`config.mk`:
```
export PLATFORM = sky130hd
export DESIGN_NAME = i2c_target_frontend_flat
export DESIGN_NICKNAME = d
export VERILOG_FILES = /design/src/rtl/i2c_target_frontend_pkg.sv /design/src/rtl/i2c_target_frontend_if.sv /design/src/rtl/i2c_sync_edge.sv /design/src/rtl/i2c_target_frontend.sv /design/src/flat_wrapper.sv
export SDC_FILE = /design/constraint.sdc
export NUM_CORES = 1
export LEC_CHECK = 0
export BUFFER_PORTS_ARGS = -buffer_cell sky130_fd_sc_hd__buf_4
export CAP_MARGIN = 30
export CELL_PAD_IN_SITES_DETAIL_PLACEMENT = 0
export CELL_PAD_IN_SITES_GLOBAL_PLACEMENT = 1
export CORE_UTILIZATION = 40
export CTS_CLUSTER_DIAMETER = 60
export DETAILED_ROUTE_END_ITERATION = 6
export GPL_TIMING_DRIVEN = 0
export PLACE_DENSITY_LB_ADDON = 0.1
export SLEW_MARGIN = 20
export SYNTH_ARGS = -nofsm -noshare
export SYNTH_HDL_FRONTEND = slang
export SYNTH_SLANG_ARGS = --single-unit
```
`constraint.sdc`:
```
create_clock -name clk -period 1.5 [get_ports clk]
set_input_delay 0.225 -clock clk [delete_from_list [all_inputs] [get_ports clk]]
set_output_delay 0.225 -clock clk [all_outputs]
set_load 0.03 [all_outputs]
```
`src/rtl/i2c_target_frontend_pkg.sv`:
```
`default_nettype none
// ============================================================================
// Module   : i2c_target_frontend_pkg
// Purpose  : Shared constants, FSM encoding and helpers for the I2C target.
// Revision : 1.0
// ============================================================================
package i2c_target_frontend_pkg;

    localparam logic [6:0] C_DEVICE_ADDR = 7'h2A;

    // Gain register addresses, shared with the register file
    localparam logic [7:0] C_KP_ADDR = 8'h40;
    localparam logic [7:0] C_KI_ADDR = 8'h41;
    localparam logic [7:0] C_KD_ADDR = 8'h42;

    typedef enum logic [3:0] {
        ST_IDLE      = 4'd0,
        ST_ADDR      = 4'd1,
        ST_ADDR_ACK  = 4'd2,
        ST_PTR       = 4'd3,
        ST_PTR_ACK   = 4'd4,
        ST_WDATA     = 4'd5,
        ST_WDATA_ACK = 4'd6,
        ST_RD_FETCH  = 4'd7,
        ST_RDATA     = 4'd8,
        ST_RDATA_ACK = 4'd9,
        ST_IGNORE    = 4'd10
    } state_t;

    function automatic logic addr_hit(input logic [7:0] addr_byte, input logic [6:0] dev);
        return addr_byte[7:1] == dev;
    endfunction

endpackage
`default_nettype wire

```
`src/rtl/i2c_target_frontend_if.sv`:
```
`default_nettype none
// ============================================================================
// Module   : i2c_target_frontend_if
// Purpose  : Register-access strobe bus between the I2C target and gain file.
// Revision : 1.0
// ============================================================================
interface i2c_target_frontend_if;
    logic [7:0] reg_addr;
    logic [5:0] update_value;
    logic       read_or_write;
    logic       ena;
    logic [7:0] read_value;

    modport master (
        output reg_addr, update_value, read_or_write, ena,
        input  read_value
    );

    modport slave (
        input  reg_addr, update_value, read_or_write, ena,
        output read_value
    );
endinterface
`default_nettype wire

```
`src/rtl/i2c_sync_edge.sv`:
```
`default_nettype none
// ============================================================================
// Module   : i2c_sync_edge
// Purpose  : SCL/SDA synchronisers with SCL edge and START/STOP detection.
// Revision : 1.0
// ============================================================================
module i2c_sync_edge #(
    parameter int SYNC_STAGES = 2
) (
    input  logic clk,
    input  logic rst,
    input  logic scl_in,
    input  logic sda_in,
    output logic sda_sync,
    output logic scl_rise,
    output logic scl_fall,
    output logic start_det,
    output logic stop_det
);
    logic [SYNC_STAGES-1:0] r_scl_sync;
    logic [SYNC_STAGES-1:0] r_sda_sync;
    logic                   r_scl_d;
    logic                   r_sda_d;
    logic                   w_scl;
    logic                   w_sda;

    // Reset to the idle-bus level so leaving reset never fakes an edge
    always_ff @(posedge clk) begin
        if (rst) begin
            r_scl_sync <= '1;
            r_sda_sync <= '1;
            r_scl_d    <= 1'b1;
            r_sda_d    <= 1'b1;
        end else begin
            r_scl_sync <= {r_scl_sync[SYNC_STAGES-2:0], scl_in};
            r_sda_sync <= {r_sda_sync[SYNC_STAGES-2:0], sda_in};
            r_scl_d    <= w_scl;
            r_sda_d    <= w_sda;
        end
    end

    assign w_scl     = r_scl_sync[SYNC_STAGES-1];
    assign w_sda     = r_sda_sync[SYNC_STAGES-1];
    assign sda_sync  = w_sda;
    assign scl_rise  = w_scl & ~r_scl_d;
    assign scl_fall  = ~w_scl & r_scl_d;
    assign start_det = w_scl & r_scl_d & r_sda_d & ~w_sda;
    assign stop_det  = w_scl & r_scl_d & ~r_sda_d & w_sda;
endmodule
`default_nettype wire

```
`src/rtl/i2c_target_frontend.sv`:
```
`default_nettype none
// ============================================================================
// Module   : i2c_target_frontend
// Purpose  : I2C target decoding transfers into register read/write strobes.
// Revision : 1.0
// ============================================================================
module i2c_target_frontend
    import i2c_target_frontend_pkg::*;
#(
    parameter logic [6:0] DEVICE_ADDR = C_DEVICE_ADDR,
    parameter int         SYNC_STAGES = 2
) (
    input  logic                         clk,
    input  logic                         rst,
    input  logic                         scl_in,
    input  logic                         sda_in,
    output logic                         sda_oe,
    output logic                         busy,
    i2c_target_frontend_if.master        regs
);
    logic w_sda, w_rise, w_fall, w_start, w_stop;

    i2c_sync_edge #(.SYNC_STAGES(SYNC_STAGES)) u_sync_edge (
        .clk       (clk),
        .rst       (rst),
        .scl_in    (scl_in),
        .sda_in    (sda_in),
        .sda_sync  (w_sda),
        .scl_rise  (w_rise),
        .scl_fall  (w_fall),
        .start_det (w_start),
        .stop_det  (w_stop)
    );

    state_t     r_state, w_state;
    logic [3:0] r_bit_cnt, w_bit_cnt;
    logic [1:0] r_fetch_cnt, w_fetch_cnt;
    logic [7:0] r_shift, w_shift;
    logic [7:0] r_tx, w_tx;
    logic [7:0] r_ptr, w_ptr;
    logic [7:0] r_reg_addr, w_reg_addr;
    logic [5:0] r_update_value, w_update_value;
    logic       r_rw_bit, w_rw_bit;
    logic       r_sda_oe, w_sda_oe;
    logic       r_busy, w_busy;
    logic       r_ena, w_ena;
    logic       r_read_or_write, w_read_or_write;

    always_ff @(posedge clk) begin
        if (rst) begin
            r_state         <= ST_IDLE;
            r_bit_cnt       <= '0;
            r_fetch_cnt     <= '0;
            r_shift         <= '0;
            r_tx            <= '0;
            r_ptr           <= '0;
            r_reg_addr      <= '0;
            r_update_value  <= '0;
            r_rw_bit        <= 1'b0;
            r_sda_oe        <= 1'b0;
            r_busy          <= 1'b0;
            r_ena           <= 1'b0;
            r_read_or_write <= 1'b0;
        end else begin
            r_state         <= w_state;
            r_bit_cnt       <= w_bit_cnt;
            r_fetch_cnt     <= w_fetch_cnt;
            r_shift         <= w_shift;
            r_tx            <= w_tx;
            r_ptr           <= w_ptr;
            r_reg_addr      <= w_reg_addr;
            r_update_value  <= w_update_value;
            r_rw_bit        <= w_rw_bit;
            r_sda_oe        <= w_sda_oe;
            r_busy          <= w_busy;
            r_ena           <= w_ena;
            r_read_or_write <= w_read_or_write;
        end
    end

    always_comb begin
        w_state         = r_state;
        w_bit_cnt       = r_bit_cnt;
        w_fetch_cnt     = r_fetch_cnt;
        w_shift         = r_shift;
        w_tx            = r_tx;
        w_ptr           = r_ptr;
        w_reg_addr      = r_reg_addr;
        w_update_value  = r_update_value;
        w_rw_bit        = r_rw_bit;
        w_sda_oe        = r_sda_oe;
        w_busy          = r_busy;
        w_ena           = 1'b0;
        w_read_or_write = r_read_or_write;

        if (w_rise) begin
            w_shift   = {r_shift[6:0], w_sda};
            w_bit_cnt = r_bit_cnt + 4'd1;
        end

        if (w_start) begin
            w_state     = ST_ADDR;
            w_bit_cnt   = '0;
            w_fetch_cnt = '0;
            w_sda_oe    = 1'b0;
        end else if (w_stop) begin
            w_state   = ST_IDLE;
            w_bit_cnt = '0;
            w_sda_oe  = 1'b0;
            w_busy    = 1'b0;
        end else begin
            case (r_state)
                ST_ADDR: if (w_fall && r_bit_cnt == 4'd8) begin
                    w_bit_cnt = '0;
                    if (addr_hit(r_shift, DEVICE_ADDR)) begin
                        w_state  = ST_ADDR_ACK;
                        w_sda_oe = 1'b1;
                        w_busy   = 1'b1;
                        w_rw_bit = r_shift[0];
                    end else begin
                        w_state = ST_IGNORE;
                        w_busy  = 1'b0;
                    end
                end
                ST_ADDR_ACK: if (w_fall) begin
                    w_bit_cnt   = '0;
                    w_fetch_cnt = '0;
                    w_sda_oe    = 1'b0;
                    w_state     = r_rw_bit ? ST_RD_FETCH : ST_PTR;
                end
                ST_PTR: if (w_fall && r_bit_cnt == 4'd8) begin
                    w_bit_cnt = '0;
                    w_ptr     = r_shift;
                    w_sda_oe  = 1'b1;
                    w_state   = ST_PTR_ACK;
                end
                ST_PTR_ACK, ST_WDATA_ACK: if (w_fall) begin
                    w_bit_cnt = '0;
                    w_sda_oe  = 1'b0;
                    w_state   = ST_WDATA;
                end
                ST_WDATA: begin
                    // Strobe as soon as the last bit is sampled; bits [7:6] are dropped
                    if (w_rise && r_bit_cnt == 4'd7) begin
                        w_ena           = 1'b1;
                        w_read_or_write = 1'b1;
                        w_reg_addr      = r_ptr;
                        w_update_value  = {r_shift[4:0], w_sda};
                    end
                    if (w_fall && r_bit_cnt == 4'd8) begin
                        w_bit_cnt = '0;
                        w_ptr     = r_ptr + 8'd1;
                        w_sda_oe  = 1'b1;
                        w_state   = ST_WDATA_ACK;
                    end
                end
                ST_RD_FETCH: begin
                    // Strobe, let read_value settle one clk, then load it
                    w_fetch_cnt = r_fetch_cnt + 2'd1;
                    if (r_fetch_cnt == 2'd0) begin
                        w_ena           = 1'b1;
                        w_read_or_write = 1'b0;
                        w_reg_addr      = r_ptr;
                    end else if (r_fetch_cnt == 2'd2) begin
                        w_tx        = regs.read_value;
                        w_sda_oe    = ~regs.read_value[7];
                        w_bit_cnt   = '0;
                        w_fetch_cnt = '0;
                        w_state     = ST_RDATA;
                    end
                end
                ST_RDATA: if (w_fall) begin
                    if (r_bit_cnt == 4'd8) begin
                        w_bit_cnt = '0;
                        w_sda_oe  = 1'b0;
                        w_state   = ST_RDATA_ACK;
                    end else begin
                        w_tx     = {r_tx[6:0], 1'b0};
                        w_sda_oe = ~r_tx[6];
                    end
                end
                ST_RDATA_ACK: if (w_fall) begin
                    w_bit_cnt   = '0;
                    w_fetch_cnt = '0;
                    if (!r_shift[0]) begin
                        w_ptr   = r_ptr + 8'd1;
                        w_state = ST_RD_FETCH;
                    end else begin
                        w_busy  = 1'b0;
                        w_state = ST_IGNORE;
                    end
                end
                ST_IDLE, ST_IGNORE: ;
                default: w_state = ST_IDLE;
            endcase
        end
    end

    assign sda_oe             = r_sda_oe;
    assign busy               = r_busy;
    assign regs.ena           = r_ena;
    assign regs.read_or_write = r_read_or_write;
    assign regs.reg_addr      = r_reg_addr;
    assign regs.update_value  = r_update_value;
endmodule
`default_nettype wire

```
`src/flat_wrapper.sv`:
```
// flat-port wrapper written by rule: the top's interface ports become plain ports
module i2c_target_frontend_flat import i2c_target_frontend_pkg::*;
#(
    parameter logic [6:0] DEVICE_ADDR = C_DEVICE_ADDR,
    parameter int         SYNC_STAGES = 2
)
  (clk, rst, scl_in, sda_in, sda_oe, busy, regs_reg_addr, regs_update_value, regs_read_or_write, regs_ena, regs_read_value);
  i2c_target_frontend_if regs_i ();
  input  logic clk;
  input  logic rst;
  input  logic scl_in;
  input  logic sda_in;
  output logic sda_oe;
  output logic busy;
  output wire logic [$bits(regs_i.reg_addr)-1:0] regs_reg_addr;
  output wire logic [$bits(regs_i.update_value)-1:0] regs_update_value;
  output wire logic [$bits(regs_i.read_or_write)-1:0] regs_read_or_write;
  output wire logic [$bits(regs_i.ena)-1:0] regs_ena;
  input wire logic [$bits(regs_i.read_value)-1:0] regs_read_value;
  assign regs_reg_addr = regs_i.reg_addr;
  assign regs_update_value = regs_i.update_value;
  assign regs_read_or_write = regs_i.read_or_write;
  assign regs_ena = regs_i.ena;
  assign regs_i.read_value = regs_read_value;
  i2c_target_frontend #(.DEVICE_ADDR(DEVICE_ADDR), .SYNC_STAGES(SYNC_STAGES)) u_core (.clk(clk), .rst(rst), .scl_in(scl_in), .sda_in(sda_in), .sda_oe(sda_oe), .busy(busy), .regs(regs_i));
endmodule
```
# After elaboration in Yosys (flattened, before gate mapping)
# Cells that the tools add are included.
# totals
wordCells,174
out_inout_bits,18
ff_bits,58
inputBits,12
# classes
reduce_logical,29
n_bitwise,16
n_addsub,3
n_eq_ne,46
muxes,62
# op_table
cell,count
2-to-1 mux 4 bit,19
2-to-1 mux 8 bit,6
"!= test 4 x 3 -> 1 bit, second input constant",9
case mux 4 bit (9 select lines),1
"!= test 2 x 1 -> 1 bit, second input constant",15
2-to-1 mux 7 bit,4
case mux 8 bit (3 select lines),1
AND reduction 11 bit,2
"equality test 4 x 3 -> 1 bit, second input constant",5
2-to-1 mux 1 bit,19
"equality test 4 bit, second input constant",4
case mux 4 bit (4 select lines),1
case mux 8 bit (2 select lines),1
AND reduction 5 bit,3
case mux 7 bit (2 select lines),1
AND reduction 7 bit,2
OR reduction 2 bit,5
"!= test 3 x 2 -> 1 bit, second input constant",3
inverter 1 bit,9
OR reduction 3 bit,3
"adder 8 x 1 -> 8 bit, second input constant",1
"equality test 4 x 2 -> 1 bit, second input constant",2
AND reduction 8 bit,1
bitwise AND 1 bit,7
other kinds (22),32

# Depth between registers and ports, before layout
# Gate-level depths: netlist of the first run.
# logic_depth
depth_word,7
mapped_depth,8
mapped_depth_nobuf,7

# By module
# A second synthesis of the first run with hierarchy kept.
# unflattened
cells_unflattened,342
area_unflattened_um2,2977.9
# modules_own_cells
mod,cells_each,area_per_inst_um2,seq_area_each_um2,n_inst
i2c_target_frontend,326,2787.7,1041.0,1
i2c_sync_edge,16,190.2,120.1,1

# Worst setup path before layout of the first run
# Ideal clock, no wire load.
# synth_timing
kind,flip-flop to flip-flop
startpoint,register u_core.r_state[2]
endpoint,register u_core.r_ptr[1]
synth_period_minus_slack_ns,1.696
n_path_buf,3
setup_ns,0.128
path_stages_with_launch,9
t_arrival_ns,1.569
required_time_ns,1.372
setup_slack_ns,-0.196
cell_sequence,dfxtp_1 > buf_4 > buf_4 > xor2_2 > nand2_1 > o2111ai_4 > buf_2 > mux2i_1 > nor2_1
# synth_between
elab_chain_cells,3
word_cells_on_any_way,10
cone_classes,eq/ne: 7; mux: 1; reduce/logical: 2
# synth_lines
element,line_no,text
from (decl),i2c_target_frontend.sv:35,"state_t r_state, w_state;"
from (signal assigned),i2c_target_frontend.sv:65,r_state <= w_state;
"equality test 4 bit, or another cell as far along",i2c_target_frontend.sv:112,case (r_state)
"!= test 2 bit (no source line), or another cell as far along",--,
AND reduction 7 bit (no source line),--,
to (signal assigned),i2c_target_frontend.sv:70,r_ptr <= w_ptr;
to (decl),i2c_target_frontend.sv:40,"logic [7:0] r_ptr, w_ptr;"
# Parallel ways exist; a longest one is shown, timed or not.
# A chain may end at the register's enable or synchronous reset.

# Worst setup path after layout of the first run
# layout_timing
startpoint,register u_core.r_bit_cnt[0]
endpoint,register u_core.r_state[1]
# layout_between
elab_chain_cells,4
word_cells_on_any_way,7
cone_classes,eq/ne: 5; reduce/logical: 2
# layout_lines
element,line_no,text
from (decl),i2c_target_frontend.sv:36,"logic [3:0] r_bit_cnt, w_bit_cnt;"
from (signal assigned),i2c_target_frontend.sv:66,r_bit_cnt <= w_bit_cnt;
equality test 4 bit *,--,
logical AND 1 bit,"i2c_target_frontend.sv:113, i2c_target_frontend.sv:131, i2c_target_frontend.sv:150",
!= test 2 x 1 -> 1 bit (no source line),--,
AND reduction 11 bit (no source line) *,--,
# Mark *: on every way between the ends. The rest lies on a longest branch, timed or not.

==> results.ini, run 1 <==
[synthesis]
synthCells = 360
synth_edf_count = 0
synth_area_per_cell_um2 = 8.32
synth_cell_types = 56
synth_seq_cells = 58
yosysWarnings = 0
ys_seq_area_share_pct = 38.8
ys_async_sr_fraction_pct = 0
synth-main-ff-cell = dfxtp_1
syn-num-nets = 375
yosysTopAreaCell = dfxtp_1
synth_top_area_share_pct = 38.8
synthesis.area_um2 = 3000
synth.area.top_cells = dfxtp_1 (39%), mux2i_1 (7.0%), nand2_1 (5.4%), nor2_1 (5.1%), a21oi_1 (4.3%)

[placement]
gp_congestion = 0.852
dp_hpwl_um = 5440
io_buffers = 28
place_ws_ps = -397
place_area_um2 = 3390

[pwr]
internal_power_mw = 2.47
peakVddDrop_v = 0.000508
switchingPower_mw = 1.05
p_seq_share_pct = 45.0
clkPwrFrac_pct = 35.6
combPwrFrac_pct = 19.4
p_per_area_nw_per_um2 = 835
leakagePower_nw = 1.64
switching_share_pct = 29.8

[floorplan]
placementRows = 31
dieArea_um2 = 7840
initial_core_util_pct = 41.3
ios = 30
die_y_um = 88.5
dieWidth_um = 88.5
coreArea_um2 = 7250

[cts]
cts_made_buffers = 9
clk_latency_ps = 330
cts_hold_buffers = 0
cts_max_path_buffers = 2
clock-sinks = 58
clock-root-buffer = clkbuf_8
path_clk_slew_ps = 70
cts_tree = yes
h-tree-depth = 3

[layout]
multi_input_area_um2 = 2030
drive_gt1_share_pct = 40.7
final_design_area_no_fill_um2 = 4210
fillCellCount = 675
antenna_cells = 0
synthToLayoutAreaGrowth_pct = 40.7
seqCellArea_um2 = 1170
nNetsFinal = 442

[sta]
tns_ps = -5610
period_needed_ps = 1790
setup_viol = 33
clock.fmax_mhz = 559
slew_violations = 0
setup_ws_ps = -288
fin_crit_sh_pct = 119
hold_viol = 0
clock_skew_ps = 8.62
fin_hold_ws_ps = 71.5
max_slew_margin_pct = 58.4
worst_pin_slew_ps = 624
grt_setup_unrepaired = yes

[setup_path]
cp.arrival_ps = 2060
cp.required_ps = 1770
setup.worst_path.end_class = flip-flop
crit_path_start_kind = flip-flop
crit_type = flip-flop to flip-flop
cp_max_fo = 4

[outcome]
status = complete, but fails checks
violations = setup timing

[route]
postRouteAntennaNets = 0
drc = 0
drt-initial-drc-count = 143
routed_wl_um = 8710
routed_via_density = 5.56
dr_total_vias = 2951
wl_per_cell_um = 16.4
first_pass_iters = 5

[grt]
grt_max_degree = 11
grt_pass1_wl_um = 13700
track_usage_pct = 23.4
grt_overflow = 0
antenna_found_initial = 0
grt_pass1_vias = 2756

[worst_hold_path]
hold_class = input port to flip-flop

[flow_run]
maxCapViolCount = 0

cells by family after synthesis:
| kind of cell | count (synthesis) | synth area share [%] |
|---|---|---|
| simple gates | 150 | 25.2 |
| compound gates | 85 | 19.9 |
| flops | 58 | 38.8 |
| buf+inv | 37 | 5.81 |
| mux | 22 | 7.39 |
| xor+xnor | 5 | 1.71 |
| fa+ha+maj | 3 | 1.25 |
cells in the final DEF, fill, tap and decap left out, types with 8 or more instances in the layout:
cell type | Yosys | routed
mux2i_1 | 21 | 21
buf_6 | 1 | 15
buf_4 | 4 | 52
clkbuf_8 | 0 | 10
nand2_1 | 43 | 41
dfxtp_2 | 0 | 8
o21ai_0 | 14 | 8
a21oi_1 | 26 | 17
a21oi_2 | 0 | 8
dfxtp_1 | 58 | 49
nor2_1 | 41 | 32
through the flow:
step | std cells | power, mW | utilization [%]
6_report | 531 | 3.52 | 58.1
5_1_grt | 531 | 3.67 | 58.1
4_1_cts | 528 | 3.44 | 55.6
3_5_place_dp | 487 | 2.11 | 46.7
3_3_place_gp | 487 | 2.12 | 46.7
2_1_floorplan | 360 | 1.98 | -
cell type report:
| type | count | share of cell area (%) |
|---|---|---|
| multi-input cells | 265 | 48.1 |
| flip-flops and latches | 58 | 27.9 |
| repair buffers | 58 | 11.1 |
| plain buffers | 27 | 5.23 |
| clock buffers | 11 | 3.36 |
| well taps | 99 | 2.94 |
| clock inverters | 5 | 0.713 |
| inverters | 8 | 0.713 |
worst paths after layout:
kind	startpoint	end	slack [ps]	depth (start not counted)
max	u_core.r_bit_cnt[0]$_SDFF_PP0_	u_core.r_state[1]$_SDFFE_PP0P_	-290	7
max reg2reg	u_core.r_bit_cnt[0]$_SDFF_PP0_	u_core.r_state[1]$_SDFFE_PP0P_	-290	7
min reg2reg	u_core.u_sync_edge.r_scl_sync[0]$_SDFF_PP1_	u_core.u_sync_edge.r_scl_sync[1]$_SDFF_PP1_	410	1
min	scl_in	u_core.u_sync_edge.r_scl_sync[0]$_SDFF_PP1_	70	2
timing repair:
item | CTS | global route
gates resized for setup | 71 | 48
cloned | 5 | 0
buffers inserted | 22 | 3
setup endpoints to repair | 52 | 47
pin swaps | 27 | 14
endpoints found under the hold margin | 0 | 0
registers in the layout (all words and copies together), names as in the netlist, 2 cells and up:
register	cells
u_core.r_bit_cnt	4
u_core.r_fetch_cnt	2
u_core.r_ptr	8
u_core.r_shift	8
u_core.r_state	4
u_core.r_tx	7
u_core.regs.reg_addr	8
u_core.regs.update_value	6
u_core.u_sync_edge.r_scl_sync	2
u_core.u_sync_edge.r_sda_sync	2
per-layer routing:
| layer | track usage (%) | wire (um) | vias up |
|---|---|---|---|
| li1 | - | - | 1413 |
| met1 | 29.2 | 3690 | 1408 |
| met2 | 39.4 | 4320 | 105 |
| met3 | 4.38 | 426 | 25 |
| met4 | 10.4 | 270 | 0 |
| met5 | 0 | 0 | - |
power by group through the flow:
stage,sequential [mW],clock [mW],combinational [mW]
5_1_grt,1.58,1.36,0.729
3_3_place_gp,1.61,0,0.505
4_1_cts,1.58,1.29,0.571
6_report,1.58,1.25,0.684
3_5_place_dp,1.61,0,0.498
2_1_floorplan,1.62,0,0.357
worst max-delay path, stage by stage (launching register included):
cell and delay, ps:
dfxtp_2 330, inv_2 80, ha_4 130, nand3b_1 160
o211ai_1 350, o2111ai_4 220, a211o_1 330, a21oi_2 110
synth_stat cells, drive strengths merged (2+ instances only):
cell type and count:
inv 8, o31ai 4, nand2b 8, o221ai 2
clkbuf 14, or3 3, a21o 2, nor2 42
nor3b 4, xor2 4, buf 15, nand4 3
o31a 2, a21oi 26, ha 3, nand2 43
nand4b 4, nand3b 3, o2111ai 6, and3 2
and2 3, o32ai 3, o21ai 18, o211ai 4
a311oi 6, nor2b 4, dfxtp 58, nor3 6
mux2i 21, or2 9, nand3 10, a22oi 2
or3b 2, a31oi 3
Power figures use the tool's default switching activity.
==> run 2, diff against run 1 <==
clock period = 1.8 ns   (was 1.5 ns; I/O delays follow)
==> run 2 against run 1 <==
Effect of this change: the flow still finishes with violations (setup timing); global-route usage down 2.1 points; core utilization down 6.4 points; cell area down 11%; wire length down 9.2%; setup slack better by 290 ps; hold slack better by 47 ps; combinational power down 33%; die area unchanged; clock power down 16%.
==> results.ini, run 2 (synthesized netlist as in run 1, its figures left out) <==
[sta]
worst_pin_slew_ps = 572
setup_ws_ps = -1.06
grt_setup_unrepaired = yes
period_needed_ps = 1800
setup_viol = 1
max_slew_margin_pct = 61.9
hold_viol = 0
clock_skew_ps = 9.76
fin_hold_ws_ps = 118
fin_crit_sh_pct = 100
clock.fmax_mhz = 555
slew_violations = 0

[flow_run]
maxCapViolCount = 0

[outcome]
status = complete, but fails checks
violations = setup timing

[setup_path]
setup.worst_path.end_class = flip-flop
cp.arrival_ps = 2070
cp_max_fo = 6
crit_path_start_kind = flip-flop
crit_type = flip-flop to flip-flop
cp.required_ps = 2070

[route]
drt-initial-drc-count = 163
drc = 0
postRouteAntennaNets = 0
routed_wl_um = 7900
routed_via_density = 5.47
dr_total_vias = 2822
first_pass_iters = 4
wl_per_cell_um = 15.3

[cts]
clock-sinks = 58
h-tree-depth = 3
cts_tree = yes
path_clk_slew_ps = 70
cts_made_buffers = 9
cts_max_path_buffers = 2
clock-root-buffer = clkbuf_8
clk_latency_ps = 330

[layout]
layout_commonest_cell = dfxtp_1
multi_input_area_um2 = 1760
synthToLayoutAreaGrowth_pct = 25.3
nNetsFinal = 427
antenna_cells = 0
most-common-layout-cells = dfxtp_1 (55), buf_4 (45), nand2_1 (43)
drive_gt1_share_pct = 26.4
fin_util_pct = 51.7
seqCellArea_um2 = 1170
fillCellCount = 741

[placement]
gp_congestion = 0.840
dp_hpwl_um = 5520
io_buffers = 28

[floorplan]
dieWidth_um = 88.5
initial_core_util_pct = 41.3
dieArea_um2 = 7840
coreArea_um2 = 7250
placementRows = 31
ios = 30
die_y_um = 88.5

[grt]
grt_pass1_wl_um = 12600
grt_max_degree = 11
grt_pass1_vias = 2541
track_usage_pct = 21.4
antenna_found_initial = 0
grt_overflow = 0

[pwr]
leakagePower_nw = 1.46
peakVddDrop_v = 0.000381
p_per_area_nw_per_um2 = 753

[worst_hold_path]
hold_class = input port to flip-flop

-- run 2: changes by cell type in the layout (fill, tap and decap cells not counted), sizes merged --
cell,delta
buf,-17
clkbuf,+2
-- run 2: worst max-delay path, stage by stage (launching register included) --
cell and delay (ps):
dfxtp_4 360, inv_4 60, ha_4 120, nand3b_1 80
buf_6 140, o211ai_1 250, o2111ai_2 270, a211o_1 340
a21oi_2 110
-- run 2: repair_timing --
action / 4_1_cts / 5_1_grt
pin swaps: 6 / 9
endpoints found under the setup margin: 32 / 40
hold buffers: 0 / 0
resized for setup: 13 / 33
buffers inserted: 5 / 9
-- run 2: cell type report --
cell class | count | share of cell area [%]
multi-input cells | 265 | 47.0
flip-flops and latches | 58 | 31.1
repair buffers | 42 | 8.60
plain buffers | 28 | 4.57
clock buffers | 11 | 3.77
well taps | 99 | 3.30
inverters | 8 | 0.867
clock inverters | 5 | 0.800
-- run 2: through the flow --
stage	cells	total power [mW]	area (um^2)	setup slack (ps)	TNS, ps
CTS	507	2.82	3590	-66.0	-175
global route	516	2.96	3750	-91.0	-353
global placement	487	1.75	3330	-221	-3010
finish	516	2.83	3750	-1.06	-1.06
detailed placement	487	1.75	3330	-247	-3070
floorplan	360	1.63	3000	104	0
-- run 2: layer usage --
metal	up-vias	track usage, %	part of all wire (%)
met5	-	0	0
met4	0	11.1	3.8
met3	26	4.85	4.7
met2	83	33.4	47
met1	1338	27.6	45
li1	1375	-	-
-- run 2: path summary, 6_finish.rpt --
path	slack [ps]	startpoint	depth (start not counted)	endpoint
min reg2reg	410	u_core.u_sync_edge.r_sda_sync[0]$_SDFF_PP1_	1	u_core.u_sync_edge.r_sda_sync[1]$_SDFF_PP1_
max reg2reg	-1	u_core.r_bit_cnt[0]$_SDFF_PP0_	8	u_core.r_state[1]$_SDFFE_PP0P_
max	-1	u_core.r_bit_cnt[0]$_SDFF_PP0_	8	u_core.r_state[1]$_SDFFE_PP0P_
min	120	sda_in	2	u_core.u_sync_edge.r_sda_sync[0]$_SDFF_PP1_
-- run 2: power breakdown --
| part | switching, mW | leakage (nW) | internal (mW) |
|---|---|---|---|
| Clock | 0.522 | 0.0851 | 0.529 |
| Combinational | 0.287 | 0.909 | 0.174 |
| Sequential | 0.0110 | 0.470 | 1.30 |
| Total | 0.819 | 1.46 | 2.01 |
==> run 3, diff against run 2 <==
SYNTH_HIERARCHICAL = 1   (was not set)
==> run 3 against run 2 <==
Effect of this change: critical path type unchanged; first-iteration DRC count shrank 4.9%; sequential power is essentially flat; flip-flop and latch count is the same; critical endpoint is now u_core/r_tx[5]$_SDFFE_PP0P_; combinational power shrank 52%; largest power group unchanged; the run still ends with setup timing left.
==> results.ini, run 3 <==
[grt]
grt_pass1_vias = 2491
antenna_found_initial = 0
grt_pass1_wl_um = 12600
track_usage_pct = 21.4
grt_max_degree = 12
grt_overflow = 0

[cts]
cts_tree = yes
h-tree-depth = 3
path_clk_slew_ps = 70
cts_max_path_buffers = 2
clock-sinks = 58
cts_made_buffers = 9
clock-root-buffer = clkbuf_8
cts_hold_buffers = 0
clk_latency_ps = 340

[sta]
clock.fmax_mhz = 532
hold_viol = 0
period_needed_ps = 1880
worst_pin_slew_ps = 698
fin_crit_sh_pct = 104
grt_setup_unrepaired = yes
clock_skew_ps = 8.57
setup_ws_ps = -80.3
max_slew_margin_pct = 53.5
slew_violations = 0
setup_viol = 8

[placement]
gp_congestion = 0.872
dp_hpwl_um = 5060
place_area_um2 = 3320
place_ws_ps = -319
dp_cells = 470
io_buffers = 29

[layout]
synthToLayoutAreaGrowth_pct = 33.6
final_design_area_no_fill_um2 = 3980
drive_gt1_share_pct = 34.2
most-common-layout-cells = buf_4 (50), dfxtp_1 (50), nor2_1 (41)
antenna_cells = 0
nNetsFinal = 417
fin_util_pct = 55.1
final_cells = 506
multi_input_area_um2 = 1860
fillCellCount = 672
seqCellArea_um2 = 1180

[synthesis]
synth_commonest_cells = dfxtp_1 (58), nor2_1 (48), mux2i_1 (31)
ys_seq_area_share_pct = 39.0
synth_seq_cells = 58
ys_async_sr_fraction_pct = 0
synth_cell_types = 60
yosysTopAreaCell = dfxtp_1
synthesis.area_um2 = 2980
synth.area.top_cells = dfxtp_1 (39%), mux2i_1 (10%), nor2_1 (6.1%), nand2_1 (3.4%), a21oi_1 (2.5%)
synth_edf_count = 0
syn-num-nets = 357
yosysWarnings = 6
synthMostInstantiatedCell = dfxtp_1
synth-main-ff-cell = dfxtp_1
synthCells = 342
synth_top_area_share_pct = 39.0
synth_area_per_cell_um2 = 8.71

[route]
postRouteAntennaNets = 0
drc = 0
first_pass_iters = 5
routed_wl_um = 8070
routed_via_density = 5.45
drt-initial-drc-count = 155
wl_per_cell_um = 16.0
dr_total_vias = 2760

[setup_path]
crit_chain = inv_2 > ha_4 > nand3b_1 > buf_4 > a31oi_2 > nor4_4 > buf_4 > nor2_1 > a311oi_1
cp.arrival_ps = 2130
reg2reg_slack_ps = -80
cp_max_fo = 3
path_common_cell = buf_4
setup.worst_path.end_class = flip-flop
cp.required_ps = 2050
cpPeakStageDelay_ps = 380
crit_path_start_kind = flip-flop
rr_worst_depth = 9
critPathSlowestCell = nor4_4
worstReg2RegEnd = u_core/r_tx[5]$_SDFFE_PP0P_
rr_startpoint = u_core/r_bit_cnt[1]$_SDFF_PP0_
crit_type = flip-flop to flip-flop

[worst_hold_path]
hp-start = scl_in
hold_class = input port to flip-flop
hold_path_depth = 2
hold_end = u_core/u_sync_edge/r_scl_sync[0]$_SDFF_PP1_

[floorplan]
ios = 30
initial_core_util_pct = 41.3
dieArea_um2 = 7790
die_y_um = 88.3
placementRows = 31
coreArea_um2 = 7210
dieWidth_um = 88.3

[flow_run]
maxCapViolCount = 0

[pwr]
leakagePower_nw = 1.45
peakVddDrop_v = 0.000452
p_per_area_nw_per_um2 = 650

[outcome]
status = complete, but fails checks
violations = setup timing

## run 3: worst max-delay path: cells and delay by family (launching register included)
family,cells,cell delay (ps)
buffers and inverters,3,400
adder cells (fa/ha/maj),1,150
flip-flops,1,340
AO/OA/AOI/OAI,2,340
AND/OR/NAND/NOR,3,560
## run 3: cell families (layout without fill, tap and decap cells)
kind of cell	after synthesis	count (layout)	synth area share, %
muxes	32	32	10.8
buffers and inverters	35	100	5.55
and+or+nand+nor	138	138	25.3
DFF	58	58	39.0
adders and majority gates	3	3	1.26
AOI/OAI and AO/OA	71	71	16.7
xor gates and xnor gates	5	5	1.47
## run 3: layer usage
| layer | GRT usage, % | wire length (um) | up-vias |
|---|---|---|---|
| met4 | 9.24 | 191 | 0 |
| met5 | 0 | 0 | - |
| met2 | 32.3 | 3640 | 86 |
| met1 | 29.5 | 3770 | 1310 |
| li1 | - | - | 1346 |
| met3 | 4.57 | 465 | 18 |
## run 3: worst max-delay path by stage
stage | from | endpoint | slack, ps | cells after the start
after detailed placement | u_core/u_sync_edge/r_scl_d$_SDFF_PP1_ | u_core/r_tx[0]$_SDFFE_PP0P_ | -320 | 7
after floorplan | u_core/u_sync_edge/r_scl_d$_SDFF_PP1_ | u_core/r_state[2]$_SDFFE_PP0P_ | 3 | 6
final | u_core/r_bit_cnt[1]$_SDFF_PP0_ | u_core/r_tx[5]$_SDFFE_PP0P_ | -80 | 9
after global routing | u_core/r_state[1]$_SDFFE_PP0P_ | u_core/r_tx[0]$_SDFFE_PP0P_ | -140 | 7
after global placement | u_core/u_sync_edge/r_scl_d$_SDFF_PP1_ | u_core/r_tx[0]$_SDFFE_PP0P_ | -330 | 7
after CTS | u_core/u_sync_edge/r_scl_d$_SDFF_PP1_ | u_core/r_state[2]$_SDFFE_PP0P_ | -10 | 6
## run 3: final cells by class
type / instances / area share, %
multi-input cells: 249 / 46.7
well taps: 99 / 3.11
plain buffers: 24 / 5.32
repair buffers: 51 / 10.0
clock buffers: 10 / 3.21
inverters: 9 / 0.944
flip-flops and latches: 58 / 29.6
clock inverters: 6 / 1.07
## run 3: what timing repair did
action,CTS,global route
pin swaps,9,18
gates cloned,2,0
endpoints found under the hold margin,0,0
setup endpoints to repair,42,42
resized for setup,41,56
setup buffers,16,5
## run 3: per-stage QoR
| stage | setup TNS, ps | total power [mW] | hold WS, ps |
|---|---|---|---|
| floorplan | 0 | 1.44 | 367 |
| global placement | -7810 | 1.51 | 386 |
| CTS | -15.2 | 2.60 | 93.7 |
| detailed placement | -7330 | 1.50 | 388 |
| finish | -314 | 2.59 | 106 |
| global route | -1080 | 2.70 | 93.8 |
## run 3: report_power, final
group          internal, mW  switching, mW  leakage [nW]  total, mW
clock                 0.501          0.561        0.0827       1.06
sequential             1.29         0.0117         0.471       1.30
combinational        0.0904          0.132         0.899      0.222
